### src/rtl/ad7908_adc_responder_if.sv
// AD7908 serial pin bundle between a converter-side initiator and the ADC-side responder.
// Latency: none, wires only.
// Backpressure: none; the initiator owns frame timing through ADC_CONVST/ADC_SCK.
// Signals: ADC_CONVST (frame select, active low), ADC_SCK (idles high),
//          ADC_SDI (control word, MSB first), ADC_SDO (result frame, MSB first).
interface ad7908_adc_responder_if;
    logic ADC_CONVST;
    logic ADC_SCK;
    logic ADC_SDI;
    logic ADC_SDO;

    modport master (
        output ADC_CONVST,
        output ADC_SCK,
        output ADC_SDI,
        input  ADC_SDO
    );

    modport slave (
        input  ADC_CONVST,
        input  ADC_SCK,
        input  ADC_SDI,
        output ADC_SDO
    );
endinterface

### src/rtl/ad7908_adc_responder.sv
// AD7908 ADC-side responder: decodes the 12-bit control word, shifts a 16-bit result frame.
// Latency: every pin event acts SYNC_STAGES+1 clk after the pin edge.
// Backpressure: none; SCK high/low phases must each last at least SYNC_STAGES+2 clk.
// Ports: clk, reset_n (async, active low), chan_data (channel k at [k*DATA_W +: DATA_W]),
//        adc (serial pins, slave side), ctrl_word/ctrl_valid (last written control word),
//        cur_chan (channel for the next frame), frame_done / frame_error (one-clk pulses).
module ad7908_adc_responder #(
    parameter int SYNC_STAGES = 2,
    parameter int DATA_W      = 12,
    parameter int NUM_CH      = 8
) (
    input  logic                     clk,
    input  logic                     reset_n,
    input  logic [NUM_CH*DATA_W-1:0] chan_data,
    ad7908_adc_responder_if.slave    adc,
    output logic [11:0]              ctrl_word,
    output logic                     ctrl_valid,
    output logic [2:0]               cur_chan,
    output logic                     frame_done,
    output logic                     frame_error
);
    localparam int FRAME_W = DATA_W + 4;
    localparam int CTRL_W  = 12;
    localparam int CNT_W   = $clog2(FRAME_W + 1);
    localparam logic [CNT_W-1:0] LAST_BIT  = CNT_W'(FRAME_W - 1);
    localparam logic [CNT_W-1:0] CTRL_BITS = CNT_W'(CTRL_W);

    typedef enum logic [1:0] {IDLE, SHIFT, DONE} state_t;

    // Synchronizers plus one extra stage on CONVST/SCK for edge detection.
    logic [SYNC_STAGES-1:0] convst_sync, sck_sync, sdi_sync;
    logic                   convst_q, sck_q;

    always_ff @(posedge clk or negedge reset_n) begin
        if (!reset_n) begin
            convst_sync <= '1;
            sck_sync    <= '1;
            sdi_sync    <= '0;
            convst_q    <= 1'b1;
            sck_q       <= 1'b1;
        end else begin
            convst_sync <= {convst_sync[SYNC_STAGES-2:0], adc.ADC_CONVST};
            sck_sync    <= {sck_sync[SYNC_STAGES-2:0], adc.ADC_SCK};
            sdi_sync    <= {sdi_sync[SYNC_STAGES-2:0], adc.ADC_SDI};
            convst_q    <= convst_sync[SYNC_STAGES-1];
            sck_q       <= sck_sync[SYNC_STAGES-1];
        end
    end

    logic convst_s, sck_s, sdi_s;
    logic convst_fall, convst_rise, sck_fall;

    assign convst_s    = convst_sync[SYNC_STAGES-1];
    assign sck_s       = sck_sync[SYNC_STAGES-1];
    assign sdi_s       = sdi_sync[SYNC_STAGES-1];
    assign convst_fall = convst_q & ~convst_s;
    assign convst_rise = ~convst_q & convst_s;
    assign sck_fall    = sck_q & ~sck_s;

    logic [DATA_W-1:0] ch_arr [NUM_CH];
    for (genvar k = 0; k < NUM_CH; k++) begin : g_ch
        assign ch_arr[k] = chan_data[k*DATA_W +: DATA_W];
    end

    state_t             state;
    logic [CNT_W-1:0]   count;
    // Remaining frame bits below the current MSB; the leading zero is driven
    // directly at frame start so it never needs to be stored.
    logic [FRAME_W-2:0] shift_out;
    logic [CTRL_W-1:0]  shift_in;
    logic               sdo_r;

    assign adc.ADC_SDO = sdo_r;

    always_ff @(posedge clk or negedge reset_n) begin
        if (!reset_n) begin
            state       <= IDLE;
            count       <= '0;
            shift_out   <= '0;
            shift_in    <= '0;
            sdo_r       <= 1'b0;
            ctrl_word   <= '0;
            ctrl_valid  <= 1'b0;
            cur_chan    <= '0;
            frame_done  <= 1'b0;
            frame_error <= 1'b0;
        end else begin
            ctrl_valid  <= 1'b0;
            frame_done  <= 1'b0;
            frame_error <= 1'b0;
            case (state)
                IDLE: begin
                    if (convst_fall) begin
                        shift_out <= {cur_chan, ch_arr[cur_chan]};
                        sdo_r     <= 1'b0;
                        count     <= '0;
                        state     <= SHIFT;
                    end
                end
                SHIFT: begin
                    if (sck_fall) begin
                        if (count < CTRL_BITS) begin
                            shift_in <= {shift_in[CTRL_W-2:0], sdi_s};
                        end
                        shift_out <= {shift_out[FRAME_W-3:0], 1'b0};
                        count     <= count + 1'b1;
                        if (count == LAST_BIT) begin
                            // Final edge wins over a coincident CONVST rise.
                            sdo_r      <= 1'b0;
                            frame_done <= 1'b1;
                            if (shift_in[11]) begin
                                ctrl_word  <= shift_in;
                                ctrl_valid <= 1'b1;
                                cur_chan   <= shift_in[8:6];
                            end
                            state <= convst_rise ? IDLE : DONE;
                        end else if (convst_rise) begin
                            frame_error <= 1'b1;
                            sdo_r       <= 1'b0;
                            state       <= IDLE;
                        end else begin
                            sdo_r <= shift_out[FRAME_W-2];
                        end
                    end else if (convst_rise) begin
                        frame_error <= 1'b1;
                        sdo_r       <= 1'b0;
                        state       <= IDLE;
                    end
                end
                DONE: begin
                    if (convst_rise) begin
                        state <= IDLE;
                    end
                end
                default: state <= IDLE;
            endcase
        end
    end
endmodule
### src/flat_wrapper.sv
// flat-port wrapper written by rule: the top's interface ports become plain ports
module ad7908_adc_responder_flat 
#(
    parameter int SYNC_STAGES = 2,
    parameter int DATA_W      = 12,
    parameter int NUM_CH      = 8
)
  (clk, reset_n, chan_data, ctrl_word, ctrl_valid, cur_chan, frame_done, frame_error, adc_ADC_CONVST, adc_ADC_SCK, adc_ADC_SDI, adc_ADC_SDO);
  ad7908_adc_responder_if adc_i ();
  input  logic clk;
  input  logic reset_n;
  input  logic [NUM_CH*DATA_W-1:0] chan_data;
  output logic [11:0] ctrl_word;
  output logic ctrl_valid;
  output logic [2:0] cur_chan;
  output logic frame_done;
  output logic frame_error;
  input wire logic [$bits(adc_i.ADC_CONVST)-1:0] adc_ADC_CONVST;
  input wire logic [$bits(adc_i.ADC_SCK)-1:0] adc_ADC_SCK;
  input wire logic [$bits(adc_i.ADC_SDI)-1:0] adc_ADC_SDI;
  output wire logic [$bits(adc_i.ADC_SDO)-1:0] adc_ADC_SDO;
  assign adc_i.ADC_CONVST = adc_ADC_CONVST;
  assign adc_i.ADC_SCK = adc_ADC_SCK;
  assign adc_i.ADC_SDI = adc_ADC_SDI;
  assign adc_ADC_SDO = adc_i.ADC_SDO;
  ad7908_adc_responder #(.SYNC_STAGES(SYNC_STAGES), .DATA_W(DATA_W), .NUM_CH(NUM_CH)) u_core (.clk(clk), .reset_n(reset_n), .chan_data(chan_data), .adc(adc_i), .ctrl_word(ctrl_word), .ctrl_valid(ctrl_valid), .cur_chan(cur_chan), .frame_done(frame_done), .frame_error(frame_error));
endmodule
### config.mk
export PLATFORM = sky130hd
export DESIGN_NAME = ad7908_adc_responder_flat
export DESIGN_NICKNAME = d
export VERILOG_FILES = /design/src/rtl/ad7908_adc_responder_if.sv /design/src/rtl/ad7908_adc_responder.sv /design/src/flat_wrapper.sv
export SDC_FILE = /design/constraint.sdc
export NUM_CORES = 1
export LEC_CHECK = 0
export ABC_AREA = 1
export CAP_MARGIN = 40
export CORE_MARGIN = 1.5
export CORE_UTILIZATION = 25
export CTS_CLUSTER_DIAMETER = 100
export DETAILED_ROUTE_END_ITERATION = 16
export GPL_TIMING_DRIVEN = 0
export SLEW_MARGIN = 30
export SYNTH_ARGS = -nofsm -noshare
export SYNTH_HDL_FRONTEND = slang
export SYNTH_SLANG_ARGS = --single-unit
### constraint.sdc
create_clock -name clk -period 3.6 [get_ports clk]
set_clock_uncertainty 0.2 [all_clocks]
set_input_delay 0.36 -clock clk [delete_from_list [all_inputs] [get_ports clk]]
set_output_delay 0.36 -clock clk [all_outputs]
set_load 0.02 [all_outputs]
Yosys cells after proc, flatten, opt, wreduce, memory -nomap -nowiden
Index checks and enable logic that the tools add are counted.
Widths: inputs -> output; s select.

operators by class
  add/sub/neg operators = 1
  $lt $le $gt $ge = 2
  equal/unequal tests = 6
  multiplexer cells = 32
  bitwise operators = 7
  reduce and logical (&&, ||, !) cells = 6

operator list
  cell                 number
  $bmux 12 s3          1
  $mux 15              2
  $pmux 15 s2          1
  $mux 12              2
  $mux 1               16
  $mux 2               5
  $mux 5               2
  $pmux 5 s2           1
  $reduce_and 3->1     3
  $pmux 2 s3           1
  $add 5x1->5 const B  1
  $eq 5x4->1 const B   1
  $lt 5x4->1 const B   1
  $ge 4x4->1 const B   1
  $ne 2x1->1 const B   2
  $not 3->4            1
  $reduce_and 4->1     1
  $and 1x1->1          3
  $ne 3x1->1 const B   1
  $not 1->1            3
  $eq 2x1->1 const B   1
  $eq 2x2->1 const B   1
  $logic_not 2->1      1
  $pmux 1 s2           1
  $reduce_bool 2->1    1

word-level totals
  flip-flop bits (word level) = 61
  bits of input ports = 101

Logic depth before layout (Yosys ltp)
  depth after elaboration = 6
  depth in mapped cells = 11

Worst setup path before layout
Ideal clock, no wire load.

  kind = flip-flop to flip-flop
  start point = reg u_core.count[0]
  end point = reg u_core.ctrl_word[11]
  data arrival time = 1537 ps
  path slack = 1736 ps
  stages on the path, launching flop included = 9
  clock period less this slack = 1864 ps
  cell sequence = dfrtp_1 > ha_1 > and3_1 > ha_1 > inv_1 > nor2_8 > nand2_4 > inv_1 > or2_2

on the way
  longest elaborated chain between the ends = 2

ends and longest elaborated chain
  item                               line                         source
  start: declaration                 ad7908_adc_responder.sv:66   logic [CNT_W-1:0] count;
  start signal: assignment           ad7908_adc_responder.sv:106  count <= count + 1'b1;
  $eq 5x4->1                         ad7908_adc_responder.sv:107  if (count == LAST_BIT) begin
  $reduce_and 4->1 (no source line)  -
  end signal: assignment             ad7908_adc_responder.sv:112  ctrl_word <= shift_in;
  end: declaration                   ad7908_adc_responder.sv:16   output logic [11:0] ctrl_word,

Every way passes these cells.
A chain may end at the register's enable or synchronous reset.

==> impl_metrics.tcl <==
set metrics [dict create \
    outcome "completed" \
    synthTopCellsByArea "dfrtp_1, nand2_1, inv_1" \
    fin_hold_ws_ns 0.1445 \
    tightest_slew_ns 0.5634 \
    ys_ff_latch 58 \
    setup_tns_ns 0 \
    post-route-min-period_ns 2.077 \
    grt_pass1_vias 3700 \
    setup_violations 0 \
    irDropWorstVdd_mv 0.2754 \
    p_comb_frac 0.223 \
    crit_required_ns 3.04 \
    synth-main-ff-cell "dfrtp_1" \
    routed_wl_um 11040 \
    dpl.hpwl_um 8312 \
    post-place-cells 880 \
    num_rows 44 \
    clockBufferDepth 2 \
    ys_top_cells_by_count "nand2_1, inv_1, nand3_1" \
    portBuffers 119 \
    cpLargestDelayFamily "buffers and inverters" \
    clockPowerShare 0.394 \
    clk_latency_ns 0.32 \
    antenna_found_initial 0 \
    layout.nets 811 \
    antenna_left 0 \
    switchingPower_uw 589.8 \
    synth-async-reset-ratio 1.000 \
    synth_edf_count 0 \
    die_x_um 125.6 \
    power-per-cell-area_nw_per_um2 393.0 \
    final_util 0.3780 \
    cp_data_arrival_time_ns 1.52 \
    sw_frac_of_total 0.2721 \
    fin_area_um2 5515 \
    cp-start-kind "flop" \
    relSlewSlack 0.6244 \
    cts_root_buffer "clkbuf_16" \
    clk_pin_slew_worst_paths_ns 0.05 \
    cts_htree_levels 3 \
    ios 120 \
    ys_types 27 \
    cts_sinks 58 \
    hp-class "flop to flop" \
    grt_first_pass_wirelength_um 18580 \
    drive_gt1_frac 0.1024 \
    ys_seq_area_frac 0.3880 \
    synth_cells 576 \
    overflow 0 \
    cts_tree "done" \
    drt_iter0_markers 136 \
    area_delta_synth_final_pct 46.69 \
    critPathKind "flop to output pin" \
    endpoint_kind "output pin" \
    drc 0 \
    crit_chain "buf_4 > clkdlybuf4s50_1" \
    synthesis.area_um2 3760 \
    leakage_nw 2.942 \
    cpPeakStageDelay_ns 0.58 \
    finalWorstSetupSlack_ns 1.523 \
    drv_slew 0 \
    dp_slack_ns 1.599 \
    vias_per_cell 4.103 \
    ys_warn_count 0 \
    firstDrtPassIters 4 \
    die_h_um 125.6 \
    cts_resized 0 \
    diodes 0 \
    hold_viol 0 \
    fin_cells 897 \
    totalPowerFinal_mw 2.167 \
    p_int_mw 1.578 \
    initial_core_util 0.2577 \
    path_buf_inv 2 \
    yosysTopAreaCellShare 0.3461 \
    synth.largest_area_cell "dfrtp_1" \
    place_congestion 0.7969 \
    rsz0062_at_grt "no" \
    timing.final.crit_share 0.5769 \
    crit_slowest_cell "clkdlybuf4s50_1" \
    placed_area_um2 5199 \
    grt_max_degree 31 \
    yosysMostFrequentCell "nand2_1" \
    vias 3680 \
    core_area_um2 14590 \
    max_freq_mhz 481.5 \
    syn_area_per_cell_um2 6.528 \
    wl_per_cell_um 12.30 \
    cp_max_fo 6 \
    grt_usage 0.1464 \
    p_seq_frac 0.383 \
    design.die.area_um2 15780 \
    cts_buffers 9 \
    syn_nets 679 \
    drv_cap 0 \
]
what timing repair did:
| item | 4_1_cts | 5_1_grt |
|---|---|---|
| hold buffers | 1 | 0 |
| setup buffers | 0 | 0 |
| hold endpoints to repair | 23 | 0 |
cells by family (layout without fill, tap and decap cells):
kind of cell             Yosys count  count (layout)  share of synthesized area
flip-flops                        58              58                     0.3880
AO/OA/AOI/OAI                     55              55                    0.08719
buffers and inverters            169             306                     0.1887
AND/OR/NAND/NOR                  292             292                     0.3295
adder cells (fa/ha/maj)            2               2                   0.006655
cell type report:
type / count / area, um^2
plain buffers: 29 / 183.9
clock buffers: 12 / 256.5
clock inverters: 4 / 50.05
fillers: 1570 / 9074
inverters: 140 / 525.5
multi-input cells: 349 / 1592
flip-flops and latches: 58 / 1459
well taps: 184 / 230.2
repair buffers: 121 / 1219
routing by layer:
layer / up-vias / routed length [um] / track usage
met4: 0 / 179 / 0.04880
met2: 113 / 4926 / 0.2356
li1: 1962 / - / -
met3: 14 / 787 / 0.02889
met5: - / 0 / 0
met1: 1591 / 5145 / 0.1973
state kept, by name, indices dropped and copies added (netlist names):
name	flops
u_core.shift_out	15
u_core.shift_in	12
u_core.ctrl_word	10
u_core.count	5
u_core.convst_sync	2
u_core.cur_chan	2
u_core.sck_sync	2
u_core.sdi_sync	2
u_core.state	2
u_core.adc.ADC_SDO	1
u_core.convst_q	1
u_core.ctrl_valid	1
u_core.frame_done	1
u_core.frame_error	1
u_core.sck_q	1
final timing paths:
check | startpoint | to | slack, ns | cells after the start
worst max-delay path | u_core.ctrl_word[8] | cur_chan[2] | 1.52 | 2
worst min-delay path | u_core.sdi_sync[0] | u_core.sdi_sync[1] | 0.14 | 0
worst max register to register | u_core.count[0] | u_core.ctrl_word[11] | 1.61 | 8
worst min register to register | u_core.sdi_sync[0] | u_core.sdi_sync[1] | 0.14 | 0
max in group asynchronous | reset_n | u_core.shift_in[3] | 2.41 | 3
min in group asynchronous | reset_n | u_core.count[0] | 0.31 | 2
placed cells by master (no fill, tap or decap), drive strengths merged, types with 2 or more instances in the layout:
| master | instances |
|---|---|
| a21oi | 17 |
| buf | 28 |
| clkbuf | 15 |
| clkdlybuf4s50 | 118 |
| clkinvlp | 2 |
| dfrtp | 52 |
| dfstp | 6 |
| ha | 2 |
| inv | 140 |
| nand2 | 195 |
| nand3 | 60 |
| nor2 | 34 |
| o211ai | 3 |
| o21ai | 33 |
power groups by stage:
stage                     Combinational (mW)  Sequential (mW)  Clock (mW)
final                                  0.483            0.831       0.853
after floorplan                        0.293            0.831           0
after CTS                              0.491            0.831       0.879
after global routing                   0.568            0.845       0.910
after global placement                 0.478            0.837           0
after detailed placement               0.486            0.840           0
Power figures use the tool's default switching activity.
